$ cat config.mk
export PLATFORM = sky130hd
export DESIGN_NAME = fifo_vcfc_flat
export DESIGN_NICKNAME = d
export VERILOG_FILES = /design/src/rtl/fifo_vcfc_pkg.sv /design/src/rtl/fifo_vcfc_if.sv /design/src/rtl/fifo_vcfc_mem.sv /design/src/rtl/fifo_vcfc.sv /design/src/flat_wrapper.sv
export SDC_FILE = /design/constraint.sdc
export NUM_CORES = 1
export LEC_CHECK = 0
export CAP_MARGIN = 20
export CORE_MARGIN = 1.5
export CORE_UTILIZATION = 55
export CTS_CLUSTER_DIAMETER = 80
export CTS_CLUSTER_SIZE = 20
export DETAILED_ROUTE_END_ITERATION = 16
export HOLD_SLACK_MARGIN = 0.02
export PLACE_DENSITY = 0.77
export SLEW_MARGIN = 0
export SYNTH_ARGS = -nofsm -noshare
export SYNTH_HDL_FRONTEND = slang
export SYNTH_SLANG_ARGS = --single-unit
$ cat constraint.sdc
create_clock -name clk -period 2.07 [get_ports clk]
set_input_delay 0.414 -clock clk [delete_from_list [all_inputs] [get_ports clk]]
set_output_delay 0.414 -clock clk [all_outputs]
set_load 0.01 [all_outputs]
$ cat src/rtl/fifo_vcfc_pkg.sv
// fifo_vcfc_pkg: shared constants and types for the VC flow-control FIFO.
//   DATA_W_DEF / DEPTH_DEF : default word width and entry count
//   AF_RST / AE_RST        : threshold values loaded while reset is high
//   AF_* / AE_*            : nibble positions inside umbrales_VCFC
//   thr_t / thr_unpack     : registered threshold pair and its decoder
package fifo_vcfc_pkg;

  localparam int DATA_W_DEF = 6;
  localparam int DEPTH_DEF  = 8;

  localparam logic [3:0] AF_RST = 4'd6;
  localparam logic [3:0] AE_RST = 4'd1;

  localparam int AF_MSB = 7;
  localparam int AF_LSB = 4;
  localparam int AE_MSB = 3;
  localparam int AE_LSB = 0;

  typedef struct packed {
    logic [3:0] af;  // almost-full threshold
    logic [3:0] ae;  // almost-empty threshold
  } thr_t;

  localparam thr_t THR_RST = '{af: AF_RST, ae: AE_RST};

  function automatic thr_t thr_unpack(input logic [7:0] u);
    thr_t t;
    t.af = u[AF_MSB:AF_LSB];
    t.ae = u[AE_MSB:AE_LSB];
    return t;
  endfunction

endpackage

$ cat src/rtl/fifo_vcfc_if.sv
// fifo_vcfc_if: write/read/threshold bundle between the upstream control
// logic (master) and the FIFO (slave).
//   push, data_in      : write request and its data
//   pop                : read request
//   umbrales_VCFC      : [7:4] almost-full, [3:0] almost-empty thresholds
//   data_out, valid_out: registered read data and its qualifier
//   FIFO_empty/full, almost_full/empty, FIFO_error : status back to master
interface fifo_vcfc_if #(
  parameter int DATA_W = fifo_vcfc_pkg::DATA_W_DEF
);
  logic              push;
  logic [DATA_W-1:0] data_in;
  logic              pop;
  logic [7:0]        umbrales_VCFC;
  logic [DATA_W-1:0] data_out;
  logic              valid_out;
  logic              FIFO_empty;
  logic              FIFO_full;
  logic              almost_full;
  logic              almost_empty;
  logic              FIFO_error;

  modport master (
    output push, data_in, pop, umbrales_VCFC,
    input  data_out, valid_out, FIFO_empty, FIFO_full,
           almost_full, almost_empty, FIFO_error
  );

  modport slave (
    input  push, data_in, pop, umbrales_VCFC,
    output data_out, valid_out, FIFO_empty, FIFO_full,
           almost_full, almost_empty, FIFO_error
  );
endinterface

$ cat src/rtl/fifo_vcfc_mem.sv
// fifo_mem: DEPTH x DATA_W register file, one synchronous write port and
// one registered read port. No reset on storage or read register.
//   clk           : clock
//   we/waddr/wdata: write port
//   re/raddr      : read request; rdata updates on the edge, else holds
//   rdata         : registered read data
// A read and write to the same address on one edge returns the old word.
module fifo_mem #(
  parameter int DATA_W = 6,
  parameter int DEPTH  = 8,
  parameter int AW     = 3
) (
  input  logic              clk,
  input  logic              we,
  input  logic [AW-1:0]     waddr,
  input  logic [DATA_W-1:0] wdata,
  input  logic              re,
  input  logic [AW-1:0]     raddr,
  output logic [DATA_W-1:0] rdata
);

  logic [DATA_W-1:0] mem [DEPTH];

  always_ff @(posedge clk) begin
    if (we) mem[waddr] <= wdata;
    if (re) rdata <= mem[raddr];
  end

endmodule

$ cat src/rtl/fifo_vcfc.sv
// fifo_vcfc: virtual-channel flow-control FIFO.
//   clk   : clock, all state on rising edge
//   reset : asynchronous, active-high
//   bus   : fifo_vcfc_if slave (push/pop/data/thresholds in, status out)
// Pops return data one cycle later with valid_out. Overflow (push when full
// without pop) and underflow (pop when empty) are dropped and raise the
// sticky FIFO_error. Thresholds are re-registered from umbrales_VCFC every
// cycle; flags are pure compares of registered count and thresholds.
module fifo_vcfc
  import fifo_vcfc_pkg::*;
#(
  parameter int DATA_W = DATA_W_DEF,
  parameter int DEPTH  = DEPTH_DEF   // power of two, <= 15
) (
  input  logic        clk,
  input  logic        reset,
  fifo_vcfc_if.slave  bus
);

  localparam int         AW      = (DEPTH > 1) ? $clog2(DEPTH) : 1;
  localparam logic [3:0] DEPTH_C = 4'(DEPTH);

  logic [AW-1:0]     wr_ptr, rd_ptr;
  logic [3:0]        count;
  thr_t              thr;
  logic              err;
  logic              valid_q;
  logic              rd_seen;   // a word has been read since reset
  logic [DATA_W-1:0] rd_data;

  logic full, empty, push_ok, pop_ok, ovf, unf;

  assign full  = (count == DEPTH_C);
  assign empty = (count == 4'd0);

  // A pop on a full FIFO frees the slot, so the paired push is legal.
  assign pop_ok  = bus.pop & ~empty;
  assign push_ok = bus.push & (~full | pop_ok);
  assign ovf     = bus.push & full & ~bus.pop;
  assign unf     = bus.pop & empty;

  fifo_mem #(
    .DATA_W (DATA_W),
    .DEPTH  (DEPTH),
    .AW     (AW)
  ) u_mem (
    .clk   (clk),
    .we    (push_ok),
    .waddr (wr_ptr),
    .wdata (bus.data_in),
    .re    (pop_ok),
    .raddr (rd_ptr),
    .rdata (rd_data)
  );

  always_ff @(posedge clk or posedge reset) begin
    if (reset) begin
      wr_ptr  <= '0;
      rd_ptr  <= '0;
      count   <= 4'd0;
      thr     <= THR_RST;
      err     <= 1'b0;
      valid_q <= 1'b0;
      rd_seen <= 1'b0;
    end else begin
      if (push_ok) wr_ptr <= wr_ptr + AW'(1);
      if (pop_ok)  rd_ptr <= rd_ptr + AW'(1);
      case ({push_ok, pop_ok})
        2'b10:   count <= count + 4'd1;
        2'b01:   count <= count - 4'd1;
        default: count <= count;
      endcase
      thr     <= thr_unpack(bus.umbrales_VCFC);
      err     <= err | ovf | unf;
      valid_q <= pop_ok;
      if (pop_ok) rd_seen <= 1'b1;
    end
  end

  // The read register has no reset; mask it to zero until the first pop
  // after reset so data_out clears asynchronously with everything else.
  assign bus.data_out     = rd_seen ? rd_data : '0;
  assign bus.valid_out    = valid_q;
  assign bus.FIFO_empty   = empty;
  assign bus.FIFO_full    = full;
  assign bus.almost_full  = (thr.af != 4'd0) && (count >= thr.af);
  assign bus.almost_empty = (count <= thr.ae);
  assign bus.FIFO_error   = err;

endmodule

$ cat src/flat_wrapper.sv
// flat-port wrapper written by rule: the top's interface ports become plain ports
module fifo_vcfc_flat import fifo_vcfc_pkg::*;
#(
  parameter int DATA_W = DATA_W_DEF,
  parameter int DEPTH  = DEPTH_DEF                         
)
  (clk, reset, bus_push, bus_data_in, bus_pop, bus_umbrales_VCFC, bus_data_out, bus_valid_out, bus_FIFO_empty, bus_FIFO_full, bus_almost_full, bus_almost_empty, bus_FIFO_error);
  fifo_vcfc_if #(.DATA_W(DATA_W)) bus_i ();
  input  logic clk;
  input  logic reset;
  input wire logic [$bits(bus_i.push)-1:0] bus_push;
  input wire logic [$bits(bus_i.data_in)-1:0] bus_data_in;
  input wire logic [$bits(bus_i.pop)-1:0] bus_pop;
  input wire logic [$bits(bus_i.umbrales_VCFC)-1:0] bus_umbrales_VCFC;
  output wire logic [$bits(bus_i.data_out)-1:0] bus_data_out;
  output wire logic [$bits(bus_i.valid_out)-1:0] bus_valid_out;
  output wire logic [$bits(bus_i.FIFO_empty)-1:0] bus_FIFO_empty;
  output wire logic [$bits(bus_i.FIFO_full)-1:0] bus_FIFO_full;
  output wire logic [$bits(bus_i.almost_full)-1:0] bus_almost_full;
  output wire logic [$bits(bus_i.almost_empty)-1:0] bus_almost_empty;
  output wire logic [$bits(bus_i.FIFO_error)-1:0] bus_FIFO_error;
  assign bus_i.push = bus_push;
  assign bus_i.data_in = bus_data_in;
  assign bus_i.pop = bus_pop;
  assign bus_i.umbrales_VCFC = bus_umbrales_VCFC;
  assign bus_data_out = bus_i.data_out;
  assign bus_valid_out = bus_i.valid_out;
  assign bus_FIFO_empty = bus_i.FIFO_empty;
  assign bus_FIFO_full = bus_i.FIFO_full;
  assign bus_almost_full = bus_i.almost_full;
  assign bus_almost_empty = bus_i.almost_empty;
  assign bus_FIFO_error = bus_i.FIFO_error;
  fifo_vcfc #(.DATA_W(DATA_W), .DEPTH(DEPTH)) u_core (.clk(clk), .reset(reset), .bus(bus_i));
endmodule
Word level (Yosys, flattened, before mapping)
Memories as Yosys holds them, arrays and structs flattened. A register that Yosys moved wholly into a read port is not among the register bits.
Index checks and enable logic that the tools add are counted.

operators by class
  $add $sub $neg = 4
  order comparisons = 2
  eq/ne operators = 3
  mux-type cells = 4
  bitwise operators = 11
  reductions and logical operators = 4

operators with widths
  operator                                                               number
  4-bit case mux with 2 select lines                                     1
  3-bit by 1-bit adder with 3-bit output, second input constant          2
  6-bit 2-to-1 mux                                                       1
  1-bit AND                                                              5
  4-bit by 1-bit adder with 4-bit output, second input constant          1
  4-bit equality test, second input constant                             1
  4-bit greater-or-equal comparator                                      1
  4-bit less-or-equal comparator                                         1
  4-bit zero test                                                        1
  4-bit nonzero test                                                     1
  4-bit by 1-bit subtractor with 4-bit output, second input constant     1
  1-bit inverter                                                         3
  1-bit bitwise OR                                                       3
  2-bit by 1-bit equality test with 1-bit output, second input constant  1
  2-bit equality test, second input constant                             1
  1-bit 2-to-1 mux                                                       2
  2-bit nonzero test                                                     1
  1-bit logical AND                                                      1

storage, ports and cells
  register bits = 21
  RAM bits = 48
  memories kept = 1

memory list
  memory            words  bits a word  rd ports  clocked after memory_dff  write ports  RTL line             text
  u_core.u_mem.mem  8      6            1         1                         1            fifo_vcfc_mem.sv:22  logic [DATA_W-1:0] mem [DEPTH];

Longest topological paths before layout
  word-level depth = 7
  depth in mapped cells = 9
  gate-level depth less buffers = 8

Cells and area by module
Synthesis repeated with hierarchy kept, for this count alone.

unflattened totals
  cell total of the unflattened synthesis = 191
  area total of the unflattened synthesis = 3,191.8 µm²

modules (own cells, without submodules)
  module     instances  cells each  area an instance (µm²)
  fifo_mem   1          88          2,082.0
  fifo_vcfc  1          103         1,109.8

Least setup slack after synthesis
No wires, ideal clock.

  kind = reg2reg
  start = register u_core.count[2]
  end = memory u_core.u_mem.mem[0][0] (enable)
  setup time = 0.377 ns
  arrival = 1.527 ns
  setup slack = 0.167 ns
  cell stages (with the launch flop) = 7
  path through = dfrtp_1 > buf_2 > or3_1 > buf_2 > o21a_1 > nand2b_1 > nor3_1

on the way
  word-level cells in the longest chain between the ends = 7
  elaborated cells on any way between the ends = 9
  classes of those cells = 1 x eq/ne; 2 x mux; 5 x bitwise; 1 x reduce/logical

RTL lines
  item                                        RTL line             text
  start: declaration                          fifo_vcfc.sv:24      logic [3:0] count;
  start signal: assignment                    fifo_vcfc.sv:69      2'b10: count <= count + 4'd1;
  start signal: assignment                    fifo_vcfc.sv:70      2'b01: count <= count - 4'd1;
  start signal: assignment                    fifo_vcfc.sv:71      default: count <= count;
  4-bit zero test                             fifo_vcfc.sv:34      assign empty = (count == 4'd0);
  1-bit inverter                              fifo_vcfc.sv:37      assign pop_ok = bus.pop & ~empty;
  1-bit AND                                   fifo_vcfc.sv:37
  1-bit bitwise OR (*)                        fifo_vcfc.sv:38      assign push_ok = bus.push & (~full | pop_ok);
  1-bit AND (*)                               fifo_vcfc.sv:38
  1-bit 2-to-1 mux (*)                        fifo_vcfc_mem.sv:25  if (we) mem[waddr] <= wdata;
  1-bit 2-to-1 mux (not written as such) (*)  fifo_vcfc_mem.sv:25
  end: declaration                            fifo_vcfc_mem.sv:22

Every way passes the cells marked *; elsewhere a longest branch is shown, timed or not.

Worst setup path in the final report
  start = register u_core.count[0]
  end = output port bus_almost_full

on the way
  word-level cells in the longest chain between the ends = 2

RTL lines
  item                               RTL line            text
  4-bit greater-or-equal comparator  fifo_vcfc.sv:86     assign bus.almost_full = (thr.af != 4'd0) && (count >= thr.af);
  1-bit logical AND                  fifo_vcfc.sv:86
  end: declaration                   flat_wrapper.sv:19  output wire logic [$bits(bus_i.almost_full)-1:0] bus_almost_full;

Every way passes these cells.

==> impl_metrics.env <==
export IMPL_dieArea_sq_mm=0.00621
export IMPL_fin_ws_ns=-0.0846
export IMPL_synth_area_leaders="edfxtp_1 (51%), dfrtp_1 (14%), mux4_2 (8.6%), ha_1 (4.4%), dfstp_2 (2.5%)"
export IMPL_via_per_inst=5.35
export IMPL_avgSynthCellArea_sq_um=15.6
export IMPL_finalNonFillerCells=341
export IMPL_power_per_cell_area_mw_per_mm2=1220
export IMPL_fin_crit_sh_pct=104
export IMPL_rsz0062_at_grt="yes"
export IMPL_fill_cells=366
export IMPL_final_hold_viol_count=0
export IMPL_drt_first_pass_iters=4
export IMPL_ant_nets=0
export IMPL_p_leak_uw=0.00153
export IMPL_final_util_pct=71.8
export IMPL_yosysTopAreaCell="edfxtp_1"
export IMPL_vias=1824
export IMPL_drt_initial_drc_count=76
export IMPL_cts_root_buf="clkbuf_8"
export IMPL_r2r_cells=7
export IMPL_portBuffers=29
export IMPL_failed_checks="setup timing"
export IMPL_period_minus_slack_ns=2.15
export IMPL_cts_hold_buf=0
export IMPL_die_w_um=78.8
export IMPL_slew_headroom_pct=67.0
export IMPL_cp_arrival_ns=1.74
export IMPL_die_h_um=78.8
export IMPL_grt_ovfl_total=0
export IMPL_synth_nets=231
export IMPL_synthCells=202
export IMPL_grt_pass1_vias=1884
export IMPL_drv_slew=0
export IMPL_max_clock_freq_ghz=0.464
export IMPL_cp_end_kind="output pin"
export IMPL_dp_cells=321
export IMPL_fin_worst_skew_ns=0.00813
export IMPL_hp_class="input port to async pin"
export IMPL_r2r_start="u_core.count[1]"
export IMPL_grt_pass1_wl_um=9020
export IMPL_grt_max_degree=22
export IMPL_drc_errors=0
export IMPL_cts_clk_slew_worst_paths_ns=0.08
export IMPL_yosys_register_bits=75
export IMPL_outcome="complete, but fails checks"
export IMPL_reg2reg_slack_ns=0.10
export IMPL_track_usage_pct=20.1
export IMPL_routed_wl_um=5500
export IMPL_fp_row_count=27
export IMPL_ir_drop_v=0.000584
export IMPL_whs_ns=0.389
export IMPL_dp_slack_ns=-0.179
export IMPL_netlist_area_sq_mm=0.00316
export IMPL_synth_seq_area_share_pct=68.1
export IMPL_synth_top_area_share_pct=51.3
export IMPL_ys_types=34
export IMPL_final_nets=293
export IMPL_cts_max_level=3
export IMPL_cts_sinks=75
export IMPL_r2r_end="u_core.u_mem.mem[1][4]"
export IMPL_yosys_warnings=0
export IMPL_numCtsBuffers=9
export IMPL_final_layout_size_suffix_gt1_share_pct=31.6
export IMPL_start_util_pct=57.0
export IMPL_core_sq_mm=0.00554
export IMPL_cp_start_kind="flop"
export IMPL_worstPathRequired_ns=1.66
export IMPL_antenna_found_initial=0
export IMPL_crit_type="flop to output pin"
export IMPL_setup_tns_final_ns=-0.0846
export IMPL_io_pins=30
export IMPL_mostFrequentLayoutCells="edfxtp_1 (54), buf_4 (28), clkdlybuf4s50_1 (25), dfrtp_1 (16), nand2_1 (15)"
export IMPL_insertedDiodeCount=0
export IMPL_hpwl_um=3620
export IMPL_worst_slew_pin_slew_ns=0.490
export IMPL_cts_tree="yes"
export IMPL_setup_viol=1
export IMPL_clock_latency_ns=0.36
export IMPL_area_growth_pct=25.9
export IMPL_maxCapViolations=0
export IMPL_gp_congestion=0.786
export IMPL_critPathMaxFanout=2
export IMPL_clock_path_buffers=2
export IMPL_wl_per_cell_um=16.1
export IMPL_layout_commonest_cell="edfxtp_1"
==> metrics by stage <==
step                total power, uW  instance area, sq um
global placement               3620                  3700
finish                         4840                  3980
detailed placement             3670                  3700
CTS                            4800                  3920
global route                   5120                  3980
floorplan                      3070                  3160
==> how the worst max path moves through the flow <==
stage,startpoint,endpoint,slack (ns),cells after the start
after detailed placement,bus_push,u_core.count[2],-0.18,8
after floorplan,u_core.count[2],u_core.u_mem.mem[0][0],0.17,6
after global placement,bus_push,u_core.count[2],-0.15,8
after global routing,u_core.count[0],bus_almost_full,-0.16,7
final,u_core.count[0],bus_almost_full,-0.08,7
after CTS,u_core.thr[5],bus_almost_full,-0.15,6
==> synthesized netlist by cell type <==
master and number:
or3_1 4, buf_1 1, buf_4 1, nor2_1 11, clkbuf_1 1, o21a_1 1
o41ai_2 1, xnor2_1 3, nor4b_1 1, ha_1 11, mux2i_1 2, buf_6 1
nor2b_1 1, nor4_1 1, dfstp_2 3, nand3_1 3, o21bai_1 1, dfrtp_1 18
a21oi_1 7, nand2_1 16, inv_1 10, a211o_1 1, o21ai_0 4, a211oi_1 1
edfxtp_1 54, mux2_2 6, and2_1 6, nand2b_1 8, buf_2 3, o211ai_2 1
inv_2 1, nor3_1 5, mux4_2 12, a21o_1 2
==> area by class of cell <==
cell class / count / area (sq um) / share of cell area (%)
Clock buffer: 9 / 124 / 3.11
Clock inverter: 7 / 67.6 / 1.70
Inverter: 11 / 41.3 / 1.04
Multi-Input combinational cell: 109 / 1000 / 25.1
Sequential cell: 75 / 2150 / 54.1
Tap cell: 72 / 90.1 / 2.26
Timing Repair Buffer: 58 / 504 / 12.7
==> state kept, by name, indices dropped and copies added (netlist names) <==
| register | count |
|---|---|
| u_core.u_mem.rdata | 6 |
| u_core.rd_ptr | 3 |
| u_core.bus.valid_out | 1 |
| u_core.u_mem.mem | 48 |
| u_core.count | 4 |
| u_core.rd_seen | 1 |
| u_core.thr | 8 |
| u_core.wr_ptr | 3 |
| u_core.bus.FIFO_error | 1 |
==> repair_timing <==
item,4_1_cts,5_1_grt
buffers inserted,4,0
gates resized for setup,19,9
setup endpoints to repair,4,26
pin swaps,1,6
==> power breakdown <==
group          internal [uW]  leakage (uW)  switching, uW
registers               1920      0.000732            154
logic                    946      0.000700            753
clock network            467     0.0000958            602
==> kinds of logic (layout without fill, tap and decap cells) <==
| group | Yosys count | after routing | share of synthesized area (%) |
|---|---|---|---|
| xor+xnor | 3 | 3 | 0.832 |
| compound gates | 19 | 19 | 4.12 |
| simple gates | 56 | 56 | 8.71 |
| buf+inv | 18 | 85 | 2.61 |
| mux | 20 | 20 | 11.3 |
| flops | 75 | 75 | 68.1 |
| fa+ha+maj | 11 | 11 | 4.35 |
==> per-layer routing <==
metal | GRT usage (%) | part of all wire (%) | up-vias
met5 | 0 | 0 | -
met4 | 10.2 | 2.7 | 0
met3 | 5.17 | 4.1 | 12
met2 | 30.6 | 48 | 40
met1 | 26.9 | 45 | 901
li1 | - | - | 871
==> worst max-delay path, cell delays in order (launching register included) <==
cell	delay [ns]
dfrtp_1	0.40
inv_2	0.10
ha_4	0.20
nand2b_4	0.13
a21o_1	0.17
a211oi_2	0.18
nor3_1	0.07
buf_2	0.14
Note: power is estimated with default switching activity, not from simulation.
